### config.mk
export PLATFORM = sky130hd
export DESIGN_NAME = mbist_march_ctrl_flat
export DESIGN_NICKNAME = d
export VERILOG_FILES = /design/src/rtl/mbist_march_ctrl_if.sv /design/src/rtl/mbist_march_ctrl.sv /design/src/flat_wrapper.sv
export SDC_FILE = /design/constraint.sdc
export NUM_CORES = 1
export LEC_CHECK = 0
export BUFFER_PORTS_ARGS = -buffer_cell sky130_fd_sc_hd__buf_2
export CORE_MARGIN = 2
export CORE_UTILIZATION = 51
export CTS_BUF_LIST = sky130_fd_sc_hd__clkbuf_4 sky130_fd_sc_hd__clkbuf_8 sky130_fd_sc_hd__clkbuf_16
export CTS_CLUSTER_DIAMETER = 150
export DETAILED_ROUTE_END_ITERATION = 6
export PLACE_DENSITY = 0.81
export SYNTH_ARGS = -nofsm -noshare
export SYNTH_HDL_FRONTEND = slang
export SYNTH_SLANG_ARGS = --single-unit
### constraint.sdc
create_clock -name clk -period 8.7 [get_ports clk]
set_clock_uncertainty 0.1 [all_clocks]
set_input_delay 1.305 -clock clk [delete_from_list [all_inputs] [get_ports clk]]
set_output_delay 1.305 -clock clk [all_outputs]
set_load 0.01 [all_outputs]
### src/rtl/mbist_march_ctrl_if.sv
// Memory-under-test port bundle for the March C- BIST controller.
// Write data travels one cycle ahead of the address/command it belongs to.
interface mbist_march_ctrl_if #(
  parameter int DATA_WIDTH = 8,
  parameter int ADDR_WIDTH = 4
);
  logic                  mem_write_read;
  logic [ADDR_WIDTH-1:0] mem_address;
  logic [DATA_WIDTH-1:0] mem_wdata;
  logic [DATA_WIDTH-1:0] mem_rdata;

  modport master (output mem_write_read, mem_address, mem_wdata, input mem_rdata);
  modport slave  (input mem_write_read, mem_address, mem_wdata, output mem_rdata);
endinterface

### src/rtl/mbist_march_ctrl.sv
// March C- memory BIST controller: issues 10N ops back-to-back, checks reads
// two cycles later and keeps a mismatch count plus a first-failure record.
module mbist_march_ctrl #(
  parameter int DATA_WIDTH = 8,
  parameter int ADDR_WIDTH = 4,
  parameter int LAST_ADDR  = 2**ADDR_WIDTH-1
) (
  input  logic                  clk,
  input  logic                  rst_n,
  input  logic                  start,
  input  logic [DATA_WIDTH-1:0] pattern,
  mbist_march_ctrl_if.master    mem,
  output logic                  busy,
  output logic                  done,
  output logic                  fail,
  output logic [15:0]           fail_count,
  output logic [ADDR_WIDTH-1:0] fail_addr,
  output logic [2:0]            fail_elem,
  output logic [DATA_WIDTH-1:0] fail_rdata
);
  localparam int STAGES = 2;
  localparam logic [ADDR_WIDTH-1:0] LAST_A = ADDR_WIDTH'(LAST_ADDR);

  typedef enum logic [2:0] {IDLE, PREP, RUN, DRAIN, DONE} state_t;

  typedef struct packed {
    logic [ADDR_WIDTH-1:0] addr;
    logic [2:0]            elem;
    logic [DATA_WIDTH-1:0] exp;
  } chk_t;

  state_t                state_q, state_d;
  logic [2:0]            elem_q, elem_d, nxt_elem;
  logic [ADDR_WIDTH-1:0] addr_q, addr_d, nxt_addr;
  logic                  ph_q, ph_d, nxt_ph;
  logic                  drain_q, drain_d;
  logic [DATA_WIDTH-1:0] pat_q;
  logic                  two_op, down, elem_end, last_op, cur_wr, nxt_wr;
  logic [DATA_WIDTH-1:0] nxt_data, exp_data;
  logic                  clr, rd_vld, wr_o;
  logic [ADDR_WIDTH-1:0] addr_o;
  logic [DATA_WIDTH-1:0] wdata_o;
  logic [STAGES:1]       vld_pipe;
  chk_t                  ent_pipe [STAGES:1];
  logic                  mismatch;

  // Successor of the current op: second half of a two-op element, next
  // address in the element's direction, or first op of the next element.
  always_comb begin
    two_op   = (elem_q != 3'd0) && (elem_q != 3'd5);
    down     = (elem_q == 3'd3) || (elem_q == 3'd4);
    elem_end = down ? (addr_q == '0) : (addr_q == LAST_A);
    last_op  = (elem_q == 3'd5) && elem_end;
    nxt_elem = elem_q;
    nxt_addr = addr_q;
    nxt_ph   = 1'b0;
    if (two_op && !ph_q) begin
      nxt_ph = 1'b1;
    end else if (elem_end) begin
      nxt_elem = elem_q + 3'd1;
      nxt_addr = ((nxt_elem == 3'd3) || (nxt_elem == 3'd4)) ? LAST_A : '0;
    end else begin
      nxt_addr = down ? addr_q - 1'b1 : addr_q + 1'b1;
    end
    cur_wr   = (elem_q == 3'd0) || ph_q;
    nxt_wr   = (nxt_elem == 3'd0) || nxt_ph;
    nxt_data = nxt_elem[0] ? ~pat_q : pat_q;
    exp_data = ((elem_q == 3'd2) || (elem_q == 3'd4)) ? ~pat_q : pat_q;
  end

  always_comb begin
    state_d = state_q;
    elem_d  = elem_q;
    addr_d  = addr_q;
    ph_d    = ph_q;
    drain_d = drain_q;
    clr     = 1'b0;
    rd_vld  = 1'b0;
    wr_o    = 1'b0;
    addr_o  = '0;
    wdata_o = '0;
    case (state_q)
      IDLE, DONE: begin
        if (start) begin
          state_d = PREP;
          clr     = 1'b1;
        end
      end
      PREP: begin
        wdata_o = pat_q;
        state_d = RUN;
        elem_d  = 3'd0;
        addr_d  = '0;
        ph_d    = 1'b0;
      end
      RUN: begin
        wr_o    = cur_wr;
        addr_o  = addr_q;
        rd_vld  = !cur_wr;
        wdata_o = nxt_wr ? nxt_data : '0;
        if (last_op) begin
          state_d = DRAIN;
          drain_d = 1'b0;
        end else begin
          elem_d = nxt_elem;
          addr_d = nxt_addr;
          ph_d   = nxt_ph;
        end
      end
      DRAIN: begin
        drain_d = 1'b1;
        if (drain_q) state_d = DONE;
      end
      default: state_d = IDLE;
    endcase
  end

  always_ff @(posedge clk or negedge rst_n) begin
    if (!rst_n) begin
      state_q <= IDLE;
      elem_q  <= '0;
      addr_q  <= '0;
      ph_q    <= 1'b0;
      drain_q <= 1'b0;
    end else begin
      state_q <= state_d;
      elem_q  <= elem_d;
      addr_q  <= addr_d;
      ph_q    <= ph_d;
      drain_q <= drain_d;
    end
  end

  // Read check pipeline: memory returns data two cycles after the read.
  always_ff @(posedge clk or negedge rst_n) begin
    if (!rst_n) begin
      vld_pipe <= '0;
      for (int s = 1; s <= STAGES; s++) ent_pipe[s] <= '0;
    end else begin
      vld_pipe[1] <= rd_vld;
      ent_pipe[1] <= '{addr: addr_q, elem: elem_q, exp: exp_data};
      for (int s = 2; s <= STAGES; s++) begin
        vld_pipe[s] <= vld_pipe[s-1];
        ent_pipe[s] <= ent_pipe[s-1];
      end
    end
  end

  assign mismatch = vld_pipe[STAGES] && (mem.mem_rdata != ent_pipe[STAGES].exp);

  always_ff @(posedge clk or negedge rst_n) begin
    if (!rst_n) begin
      pat_q      <= '0;
      fail       <= 1'b0;
      fail_count <= '0;
      fail_addr  <= '0;
      fail_elem  <= '0;
      fail_rdata <= '0;
    end else if (clr) begin
      pat_q      <= pattern;
      fail       <= 1'b0;
      fail_count <= '0;
      fail_addr  <= '0;
      fail_elem  <= '0;
      fail_rdata <= '0;
    end else if (mismatch) begin
      fail <= 1'b1;
      if (fail_count != 16'hFFFF) fail_count <= fail_count + 16'd1;
      if (!fail) begin
        fail_addr  <= ent_pipe[STAGES].addr;
        fail_elem  <= ent_pipe[STAGES].elem;
        fail_rdata <= mem.mem_rdata;
      end
    end
  end

  assign busy               = (state_q == PREP) || (state_q == RUN) || (state_q == DRAIN);
  assign done               = (state_q == DONE);
  assign mem.mem_write_read = wr_o;
  assign mem.mem_address    = addr_o;
  assign mem.mem_wdata      = wdata_o;
endmodule

### src/flat_wrapper.sv
// flat-port wrapper written by rule: the top's interface ports become plain ports
module mbist_march_ctrl_flat 
#(
  parameter int DATA_WIDTH = 8,
  parameter int ADDR_WIDTH = 4,
  parameter int LAST_ADDR  = 2**ADDR_WIDTH-1
)
  (clk, rst_n, start, pattern, busy, done, fail, fail_count, fail_addr, fail_elem, fail_rdata, mem_mem_write_read, mem_mem_address, mem_mem_wdata, mem_mem_rdata);
  mbist_march_ctrl_if #(.DATA_WIDTH(DATA_WIDTH), .ADDR_WIDTH(ADDR_WIDTH)) mem_i ();
  input  logic clk;
  input  logic rst_n;
  input  logic start;
  input  logic [DATA_WIDTH-1:0] pattern;
  output logic busy;
  output logic done;
  output logic fail;
  output logic [15:0] fail_count;
  output logic [ADDR_WIDTH-1:0] fail_addr;
  output logic [2:0] fail_elem;
  output logic [DATA_WIDTH-1:0] fail_rdata;
  output wire logic [$bits(mem_i.mem_write_read)-1:0] mem_mem_write_read;
  output wire logic [$bits(mem_i.mem_address)-1:0] mem_mem_address;
  output wire logic [$bits(mem_i.mem_wdata)-1:0] mem_mem_wdata;
  input wire logic [$bits(mem_i.mem_rdata)-1:0] mem_mem_rdata;
  assign mem_mem_write_read = mem_i.mem_write_read;
  assign mem_mem_address = mem_i.mem_address;
  assign mem_mem_wdata = mem_i.mem_wdata;
  assign mem_i.mem_rdata = mem_mem_rdata;
  mbist_march_ctrl #(.DATA_WIDTH(DATA_WIDTH), .ADDR_WIDTH(ADDR_WIDTH), .LAST_ADDR(LAST_ADDR)) u_core (.clk(clk), .rst_n(rst_n), .start(start), .pattern(pattern), .mem(mem_i), .busy(busy), .done(done), .fail(fail), .fail_count(fail_count), .fail_addr(fail_addr), .fail_elem(fail_elem), .fail_rdata(fail_rdata));
endmodule
======== After elaboration in Yosys (flattened, before gate mapping) ========
Cells that the tools add are included.
operators by class
  add/subtract/negate cells ............... 4
  equal/unequal tests ..................... 20
  mux-type cells .......................... 43
  bitwise operators ....................... 1
  reduce and logical (&&, ||, !) cells .... 29
operators with widths
  kind                     number
  $mux W16                 3
  $mux W8                  6
  $mux W4                  9
  $mux W3                  9
  $add A16 B1 Y16 const B  1
  $ne A16 B16 Y1 const B   1
  $pmux W8 S2              1
  $eq A3 B2 Y1 const B     5
  $eq A3 B3 Y1 const B     4
  $pmux W3 S4              1
  $mux W1                  10
  $logic_not A3 Y1         3
  $ne A2 B2 Y1 const B     4
  $ne A8 B8 Y1             1
  $not A8 Y8               1
  $pmux W4 S2              1
  $reduce_and A2 Y1        4
  $reduce_bool A2 Y1       4
  $logic_or A1 B1 Y1       7
  $pmux W3 S2              1
  $reduce_and A3 Y1        2
  $add A4 B1 Y4 const B    1
  $eq A4 B4 Y1 const B     1
  $logic_and A1 B1 Y1      4
  10 further kinds         13
storage, ports and cells
  register bits ........................... 84
  input port bits ......................... 19
  output and inout port bits .............. 47

======== Depth between registers and ports, before layout ========
  depth in word-level cells ............... 9
  gate-level depth with buffers ........... 11
  gate-level depth less buffers ........... 9

======== Least setup slack after synthesis ========
No wires, ideal clock.
  kind .................................... flip-flop to output port
  start ................................... reg u_core.elem_q[0]
  end ..................................... out mem_mem_wdata[0]
  data arrival time ....................... 2.431 ns
  required time ........................... 7.295 ns
  setup slack ............................. 4.864 ns
  cell stages (with the launch flop) ...... 10
  cell sequence ........................... dfrtp_1 > clkinv_1 > clkbuf_1 > ha_1 > mux2_4 > inv_6 > mux2_4 > mux2i_1 > o211ai_2 > a21boi_1
on the way
  cells in the longest elaborated chain, start to end .. 9
  elaborated cells between the ends (all ways) .. 17
  those cells by class .................... 1 x add/sub; 3 x eq/ne; 7 x mux; 6 x reduce/logical
ends and longest elaborated chain
  element                                                RTL line                 RTL
  start: declaration                                     mbist_march_ctrl.sv:33   logic [2:0] elem_q, elem_d, nxt_elem;
  start signal: assignment                               mbist_march_ctrl.sv:127  elem_q <= elem_d;
  branches (longest 7 deep; another with $add A3 B1 Y3)  n/a
  $mux W8 *                                              mbist_march_ctrl.sv:100  wdata_o = nxt_wr ? nxt_data : '0;
  $pmux W8 S2 *                                          mbist_march_ctrl.sv:82   case (state_q)
  end: declaration                                       flat_wrapper.sv:23       output wire logic [$bits(mem_i.mem_wdata)-1:0] mem_mem_wdata;
Mark *: on every way between the ends.

======== Final worst setup path ========
  start ................................... reg u_core.elem_q[0]
  end ..................................... out mem_mem_wdata[5]
Same word-level chain as after synthesis.

==> metrics.txt <==
share of Yosys cell area claimed by the top area cell type=~49%; Synth Area in Compound Gates=between 10% and 20%; DRC violations left=0; WL per Instance=15.5 um; met1 GRT Util=between 30% and 40%; Post-Synth XOR/XNOR Area=under 10%; Final nets=about 520; Most Crowded Layer GR=met2; sequential area share after synthesis=49.4%; PwrDens=228 nW/um2; Starting Density=52.3%; ant diodes=0; post-synthesis mux area share=roughly 2.7%; Critical Path Source Type=register; GPL Wtd Cong=0.895; Yosys reg bits=84; RSZ-0062 raised after global routing=no; Syn Inst Count=433; Worst-path clk slew=0.08 ns; remaining antenna violation count=0; fillers=~680; Hold Slack=0.246 ns; Area contributors post-synth=dfrtp_1 49%, nand2_1 6.8%, xnor2_1 3.5%; gr usage total=22.0%; drt via density=~5.7; # rows=33; DP Wirelength=6310 um; Post-Syn Area=4260 um2; Port Buffer Count=65; Lkg Pwr=2.28 nW; CP endpoint kind=primary output; Max VDD drop=~0.14 mV; Die ar.=~9000 um2; CP arrival=4.04 ns; worst skew pair latency=about 0.35 ns; TritonCTS Buffers=9; post-synth net total=460; Post-Synth Simple-Gate Area=21.7%; CP Data Required Time=approximately 7.3 ns; largest net degree at the start of global routing=85; TritonCTS clock tree=yes; first-pass GRT wire length=15500 um; Max Fanout on Critical Path=20; vias post-DR=3420; Worst Hold Class=register to register; GRT overflow=0; vias in the first global route=around 3100; cts repair resizes=0; Fin Setup TNS=0 ns; DRT iter0 DRCs=240; Final Hold Violating Endpoints=0; met2 Resource Use GR=around a third; main combinational cell family by area after synthesis=simple AND/OR/NAND/NOR gates; Placeable Area=8130 um2; H-tree Lvls=3; Distinct cells, synth=55; Max Buffers Root-to-Sink=2; Synth async-reset ratio=100%; commonest non-fill, non-tap cells in the layout=84 x dfrtp_1, 77 x nand2_1, 64 x buf_2; Final min period=5.44 ns; Max Cap Viol=0; Worst Tran Pin Value=approximately 1.3 ns; Adder-Cell Fraction of Synth Area=approximately 2.5%; final core occ=a little under 60%; post-CTS setup buffer count=0; WL final=9300 um; crit path kind=register to primary output; fmax=184 MHz; status=finished, final reports clean; grt met3 use=4.51%; Slew Limit Headroom=13.0%; drt first pass iters=6; fin. max-slew vios=0; root buffer cell=clkbuf_8; Die Width=95.4 um; # setup viols final=0; most common cell after layout, fill and taps aside=dfrtp_1; CTS sink cnt=84; synth warn=0; Post-synth EDFFs=0; Area Growth Syn to Fin=12.6%; Top Ports=66; Hold-fix buffers, CTS=0; Die H=95.4 um; Final period util=62.6%; average cell area after synthesis=9.83 um2; Synth Flop Type=dfrtp_1; share of cells above drive strength 1=20.6%; initial antenna violation count=0; largest area contributor in the netlist=dfrtp_1
==> flip-flops by register name, indices dropped and copies added (netlist names) <==
signal / flops
u_core.fail_elem: 3
u_core.fail_rdata: 8
u_core.ent_pipe: 30
u_core.addr_q: 4
u_core.state_q: 3
u_core.elem_q: 3
u_core.fail_count: 16
u_core.fail_addr: 4
u_core.pat_q: 8
u_core.fail: 1
u_core.drain_q: 1
u_core.vld_pipe: 2
u_core.ph_q: 1
==> power by group <==
group	internal, mW	leakage [nW]	switching, mW	total [mW]
Sequential	0.461	1.12	0.0729	0.534
Clock	0.104	0.0813	0.134	0.237
Combinational	0.134	1.08	0.190	0.323
==> area by class of cell <==
class	count	area, um2	share of cell area [%]
clock buffer	10	131	2.74
inverter	10	42.5	0.887
sequential	84	2100	43.8
timing repair buffer	68	350	7.31
clock inverter	5	30.0	0.626
tap	105	131	2.74
multi-input combinational	317	2010	41.9
==> cell usage after synthesis (8+ instances only) <==
master and n:
a21boi_1 8, nand2_1 77, nor3_1 16, a21oi_1 16, nor3_2 8, nand3_1 21
dfrtp_1 84, o21ai_0 22, and2_1 8, inv_1 8, nor2_1 16, clkbuf_1 15
o31ai_1 16, xnor2_1 17
==> layer usage <==
metal	part of all wire, %	wire length [um]
met1	45	4200
met2	46	4280
met3	6.4	599
met4	2.4	225
met5	0	0
==> path summary, 6_finish.rpt <==
path | from | endpoint | slack (ns) | depth (start not counted)
setup reg to reg | u_core.elem_q[0] | u_core.addr_q[3] | 4.79 | 8
setup / recovery | u_core.elem_q[0] | mem_mem_wdata[5] | 3.26 | 9
max in group asynchronous | rst_n | u_core.fail_count[12] | 6.83 | 1
hold reg to reg | u_core.ent_pipe[10] | u_core.ent_pipe[25] | 0.25 | 0
hold / removal | u_core.ent_pipe[10] | u_core.ent_pipe[25] | 0.25 | 0
min in group asynchronous | rst_n | u_core.addr_q[1] | 1.00 | 1
==> critical path, cell delays in order (launching register included) <==
cell,delay (ns)
dfrtp_1,0.63
clkinv_1,0.53
ha_1,0.45
mux2_4,0.33
inv_6,0.08
mux2i_2,0.99
o211a_1,0.24
o31ai_1,0.09
a21boi_1,0.20
buf_2,0.15
==> through the flow <==
stage	total power, mW	cells	setup slack, ns	area [um2]
2_1_floorplan	0.753	433	4.86	4260
3_3_place_gp	0.850	584	3.90	4630
3_5_place_dp	0.862	584	3.71	4630
4_1_cts	1.10	599	3.32	4790
5_1_grt	1.17	599	2.97	4790
6_report	1.09	599	3.26	4790
==> logic make-up after synthesis <==
group                    Yosys count
AO/OA/AOI/OAI                    101
buffers and inverters             32
multiplexers                      10
flip-flops                        84
AND/OR/NAND/NOR                  181
XOR/XNOR                          17
adder cells (fa/ha/maj)            8
Power figures use the tool's default switching activity.
